[config.mk]
export PLATFORM = sky130hd
export DESIGN_NAME = q_tsbus_drv_seq
export DESIGN_NICKNAME = d
export VERILOG_FILES = /design/src/rtl/q_tsbus_pkg.sv /design/src/rtl/q_rr_pick.sv /design/src/rtl/q_tsbus_drv_seq.sv
export SDC_FILE = /design/constraint.sdc
export NUM_CORES = 1
export LEC_CHECK = 0
export CAP_MARGIN = 20
export CORE_MARGIN = 2
export CORE_UTILIZATION = 59
export DETAILED_ROUTE_END_ITERATION = 6
export GPL_TIMING_DRIVEN = 1
export PLACE_DENSITY_LB_ADDON = 0.25
export SYNTH_ARGS = -nofsm -noshare
export SYNTH_HDL_FRONTEND = slang
export SYNTH_SLANG_ARGS = --single-unit
[constraint.sdc]
create_clock -name CLK -period 5.4 [get_ports CLK]
set_input_delay 0.81 -clock CLK [delete_from_list [all_inputs] [get_ports CLK]]
set_output_delay 0.81 -clock CLK [all_outputs]
set_load 0.02 [all_outputs]
[src/rtl/q_tsbus_pkg.sv]
// Shared types and sizing helpers for the tri-state bus driver sequencers.
package q_tsbus_pkg;

  typedef enum logic [1:0] {
    IDLE  = 2'd0,
    DRIVE = 2'd1,
    TURN  = 2'd2
  } state_t;

  // Counter widths cover the full legal TA_CYC (1..15) and MAX_HOLD (1..255) ranges.
  localparam int TA_W   = 4;
  localparam int HOLD_W = 8;

  function automatic int owner_w(input int n);
    return (n <= 2) ? 1 : $clog2(n);
  endfunction

endpackage

[src/rtl/q_rr_pick.sv]
// Combinational round-robin picker: first set request at or after ptr, wrapping.
module q_rr_pick
  import q_tsbus_pkg::*;
#(
  parameter  int N  = 4,
  localparam int IW = owner_w(N)
) (
  input  logic [N-1:0]  req,
  input  logic [IW-1:0] ptr,
  output logic          valid,
  output logic [IW-1:0] idx
);

  logic [IW-1:0] cand;

  // Scan from the farthest offset down so the nearest hit wins.
  always_comb begin
    valid = 1'b0;
    idx   = '0;
    cand  = '0;
    for (int i = N - 1; i >= 0; i--) begin
      cand = IW'((int'(ptr) + i) % N);
      if (req[cand]) begin
        valid = 1'b1;
        idx   = cand;
      end
    end
  end

endmodule

[src/rtl/q_tsbus_drv_seq.sv]
// Bus-owner sequencer for a shared single-bit emulated tri-state net: arbitration,
// registered OE/A, turnaround gaps, bus keeper and sticky read-back contention flag.
module q_tsbus_drv_seq
  import q_tsbus_pkg::*;
#(
  parameter  int N_DRV    = 4,
  parameter  int TA_CYC   = 1,
  parameter  int MAX_HOLD = 8,
  localparam int OW       = owner_w(N_DRV)
) (
  input  logic             CLK,
  input  logic             RST,
  input  logic [N_DRV-1:0] REQ,
  input  logic [N_DRV-1:0] DIN,
  input  logic             BUS,
  output logic [N_DRV-1:0] OE,
  output logic [N_DRV-1:0] A,
  output logic [OW-1:0]    OWNER,
  output logic             BUSY,
  output logic             KEEP,
  output logic             CONTEND
);

  state_t          state;
  logic [OW-1:0]   ptr;
  logic [HOLD_W-1:0] hold;
  logic [TA_W-1:0] ta;

  logic            pick_valid;
  logic [OW-1:0]   pick_idx;
  logic            others;
  logic            own_req;
  logic [HOLD_W-1:0] hold_nxt;

  function automatic logic [N_DRV-1:0] onehot(input logic [OW-1:0] i);
    logic [N_DRV-1:0] v;
    v    = '0;
    v[i] = 1'b1;
    return v;
  endfunction

  function automatic logic [OW-1:0] next_ptr(input logic [OW-1:0] i);
    return (int'(i) == N_DRV - 1) ? '0 : i + OW'(1);
  endfunction

  function automatic logic [HOLD_W-1:0] hold_sat(input logic [HOLD_W-1:0] h);
    return (h == HOLD_W'(MAX_HOLD)) ? h : h + HOLD_W'(1);
  endfunction

  q_rr_pick #(.N(N_DRV)) u_pick (
    .req   (REQ),
    .ptr   (ptr),
    .valid (pick_valid),
    .idx   (pick_idx)
  );

  always_comb begin
    others   = |(REQ & ~onehot(OWNER));
    own_req  = REQ[OWNER];
    hold_nxt = hold_sat(hold);
  end

  // hold_nxt counts the cycle ending at this edge, so the owner gets exactly MAX_HOLD contested cycles.
  always_ff @(posedge CLK or posedge RST) begin
    if (RST) begin
      state   <= IDLE;
      OE      <= '0;
      A       <= '0;
      OWNER   <= '0;
      BUSY    <= 1'b0;
      KEEP    <= 1'b0;
      CONTEND <= 1'b0;
      ptr     <= '0;
      hold    <= '0;
      ta      <= '0;
    end else begin
      if (|OE) begin
        KEEP <= BUS;
        if (BUS != A[OWNER]) CONTEND <= 1'b1;
      end

      case (state)
        DRIVE: begin
          if (!own_req || (others && hold_nxt == HOLD_W'(MAX_HOLD))) begin
            state <= TURN;
            OE    <= '0;
            A     <= '0;
            BUSY  <= 1'b0;
            hold  <= '0;
            ta    <= '0;
          end else begin
            A    <= onehot(OWNER) & {N_DRV{DIN[OWNER]}};
            hold <= others ? hold_nxt : '0;
          end
        end
        default: begin
          if (state == TURN && ta != TA_W'(TA_CYC - 1)) begin
            ta <= ta + TA_W'(1);
          end else if (pick_valid) begin
            state <= DRIVE;
            OE    <= onehot(pick_idx);
            A     <= onehot(pick_idx) & {N_DRV{DIN[pick_idx]}};
            OWNER <= pick_idx;
            ptr   <= next_ptr(pick_idx);
            BUSY  <= 1'b1;
            hold  <= '0;
          end else begin
            state <= IDLE;
          end
        end
      endcase
    end
  end

endmodule

==> results.sh <==
export IMPL_status="finished clean"
export IMPL_worstPathRequired_ns=5.62
export IMPL_worst_pin_slew_ns=0.601
export IMPL_netlist_area_sq_um=1800
export IMPL_peakVddDrop_v=0.000341
export IMPL_placed_cells=247
export IMPL_clkTransAtPathRegs_ns=0.10
export IMPL_final_cells=256
export IMPL_path_depth=8
export IMPL_hold_violations=0
export IMPL_critPathLaunch="hold[0]$_DFFE_PP0P_"
export IMPL_r2r_end="OE[1]$_DFFE_PP0P_"
export IMPL_leakagePower_nw=0.930
export IMPL_hpwl_um=3150
export IMPL_finalMaxSlewViolations=0
export IMPL_routabilityCongestion=0.898
export IMPL_drive_gt1_frac=0.0897
export IMPL_synth_area_leaders="dfrtp_1 (40%), nand2_1 (7.3%), ha_1 (5.6%)"
export IMPL_syn_inst=198
export IMPL_dieArea_sq_um=3510
export IMPL_synth_seq_cells=29
export IMPL_grt_pass1_vias=1556
export IMPL_cts_inserted_buffers=5
export IMPL_setup_tns_final_ns=0
export IMPL_path_cells="inv_1 > ha_1 > or4b_4 > or4_4 > a2111oi_4 > o2111ai_4 > a21oi_4 > o21ai_0"
export IMPL_cts_tree="yes"
export IMPL_fp_row_count=20
export IMPL_port_buffers=23
export IMPL_grt_total_usage=0.274
export IMPL_finalSetupViolations=0
export IMPL_hold_buffers=0
export IMPL_synth_compound_area_share=0.175
export IMPL_ant_nets=0
export IMPL_synth_ff_type="dfrtp_1"
export IMPL_slowest_delay_ns=0.48
export IMPL_critPathCaptureType="register"
export IMPL_design_area_sq_um=2160
export IMPL_yosys_area_share_adder=0.0556
export IMPL_r2r_cells=8
export IMPL_yosysWarningCount=0
export IMPL_fillCellCount=235
export IMPL_drt_iter0_markers=92
export IMPL_fin_util=0.725
export IMPL_path_buf_inv=1
export IMPL_wl_per_cell_um=16.5
export IMPL_max_freq_mhz=338
export IMPL_synth_top_family_by_area="simple AND/OR/NAND/NOR gates"
export IMPL_dpl_cell_area_sq_um=2040
export IMPL_fp_dieW_um=59.2
export IMPL_grt_pass1_wl_um=7060
export IMPL_cp_slowest_cell="or4_4"
export IMPL_antenna_found_initial=0
export IMPL_areaGrowthSynthToFinish_pct=19.9
export IMPL_vias_per_cell=6.09
export IMPL_cts_resized=0
export IMPL_clk_path_buf_depth=2
export IMPL_cts_max_level=2
export IMPL_cts_sinks=29
export IMPL_clock_latency_ns=0.34
export IMPL_fin_crit_sh=0.547
export IMPL_path_delay_family="compound AO/OA/AOI/OAI gates"
export IMPL_max_slew_margin=0.596
export IMPL_seq_area_frac_synth=0.403
export IMPL_ys_types=43
export IMPL_rsz0062_at_grt="no"
export IMPL_cp_start_kind="register"
export IMPL_coreArea_sq_um=2980
export IMPL_avgSynthCellArea_sq_um=9.09
export IMPL_clockRootBuffer="clkbuf_4"
export IMPL_drc=0
export IMPL_power_density_nw_per_um2=445
export IMPL_dr_pass1_iters=4
export IMPL_n_antenna_cell=0
export IMPL_syn_nets=217
export IMPL_synth_xor_area_frac=0.0292
export IMPL_die_h_um=59.2
export IMPL_endpoint="OE[1]$_DFFE_PP0P_"
export IMPL_synth_edff_count=0
export IMPL_rr_startpoint="hold[0]$_DFFE_PP0P_"
export IMPL_synth_top_area_frac=0.403
export IMPL_start_util=0.605
export IMPL_critical_path_arrival_ns=3.17
export IMPL_synth_simple_area_share=0.233
export IMPL_path_max_fanout=10
export IMPL_ff2ff_setup_slack_ns=2.45
export IMPL_vias=1559
export IMPL_fin_skew_ns=0.00765
export IMPL_design_portCount=24
export IMPL_fin_nets=241
export IMPL_critical_path_class="register to register"
export IMPL_hold_path_class="register to register"
export IMPL_grt_max_degree=30
export IMPL_wl_um=4230
export IMPL_yosysTopAreaCell="dfrtp_1"
export IMPL_synth_mux_area_frac=0.0598
export IMPL_period_needed_ns=2.95
export IMPL_max_cap_violations=0
export IMPL_post_cts_buffers=0
export IMPL_postSynth_asyncResetShare=1.00
export IMPL_overflow=0
==> synthesized netlist by cell type (all sizes together) (3+ instances only) <==
cell / number
xor2: 3
inv: 11
nand2: 35
nand3b: 3
ha: 8
nor2b: 5
nor3: 4
nand4: 3
mux2i: 4
o22ai: 3
o21ai: 15
xnor2: 3
nor2: 17
clkbuf: 7
a21oi: 4
dfrtp: 29
and3: 3
nand3: 8
==> kinds of logic (layout without fill, tap and decap cells) <==
group	after synthesis	count (layout)
DFF	29	29
AOI/OAI and AO/OA	41	41
and+or+nand+nor	87	87
xor gates and xnor gates	6	6
muxes	8	8
buffers and inverters	19	44
adders and majority gates	8	8
==> per-stage QoR <==
| step | hold WS, ns | setup WS (ns) | power [W] |
|---|---|---|---|
| global route | 0.526 | 2.31 | 0.00102 |
| CTS | 0.496 | 2.43 | 0.000960 |
| finish | 0.485 | 2.45 | 0.000960 |
| global placement | 0.462 | 2.37 | 0.000748 |
| detailed placement | 0.470 | 2.45 | 0.000767 |
| floorplan | 0.494 | 2.76 | 0.000618 |
==> worst reg2reg max path: cells and delay by family (launching register included) <==
family | cells | cell delay [ns]
compound gates | 4 | 1.18
flops | 1 | 0.47
buf+inv | 1 | 0.11
simple gates | 2 | 0.93
fa+ha+maj | 1 | 0.14
==> layer usage <==
metal	wire [um]	global-route usage
met1	1750	0.329
met4	71	0.117
met5	0	0
met2	2270	0.479
met3	136	0.0459
==> layout make-up <==
type	instances	area, sq um	area share
flip-flops and latches	29	726	0.336
clock buffers	6	51.3	0.0238
repair buffers	25	265	0.123
multi-input cells	150	996	0.461
inverters	11	41.3	0.0191
clock inverters	2	37.5	0.0174
well taps	33	41.3	0.0191
==> sequential cells by signal, indices dropped and copies added (netlist names) <==
register  flops
OE            4
ptr           2
BUSY          1
OWNER         2
KEEP          1
CONTEND       1
hold          8
ta            4
A             4
state         2
==> worst min path at each step <==
stage                              startpoint                  end  slack (ns)  cells after the start
final                     CONTEND$_DFFE_PP0P_  CONTEND$_DFFE_PP0P_        0.49                      1
after global routing      CONTEND$_DFFE_PP0P_  CONTEND$_DFFE_PP0P_        0.53                      1
after CTS                 CONTEND$_DFFE_PP0P_  CONTEND$_DFFE_PP0P_        0.50                      1
after detailed placement  CONTEND$_DFFE_PP0P_  CONTEND$_DFFE_PP0P_        0.47                      1
after global placement    CONTEND$_DFFE_PP0P_  CONTEND$_DFFE_PP0P_        0.46                      1
after floorplan            ptr[0]$_DFFE_PP0P_   ptr[0]$_DFFE_PP0P_        0.49                      2
==> power by group <==
part           switching (W)  internal (W)  total (W)
clock              0.0000836      0.000110   0.000194
sequential         0.0000645      0.000272   0.000337
combinational       0.000244      0.000186   0.000430
total               0.000392      0.000568   0.000960
==> cell usage in the layout (no fill, tap or decap), drive strengths merged, types with 3 or more instances in the layout <==
cell type      instances
nor2b                  5
nand3b                 3
nand4                  3
o21ai                 15
inv                   11
and3                   3
clkdlybuf4s50         23
a21oi                  4
o22ai                  3
nor3                   4
nand3                  8
mux2i                  4
dfrtp                 29
xor2                   3
nand2                 35
xnor2                  3
clkbuf                 6
ha                     8
nor2                  17
No activity file was read; power rests on OpenSTA's default activity.
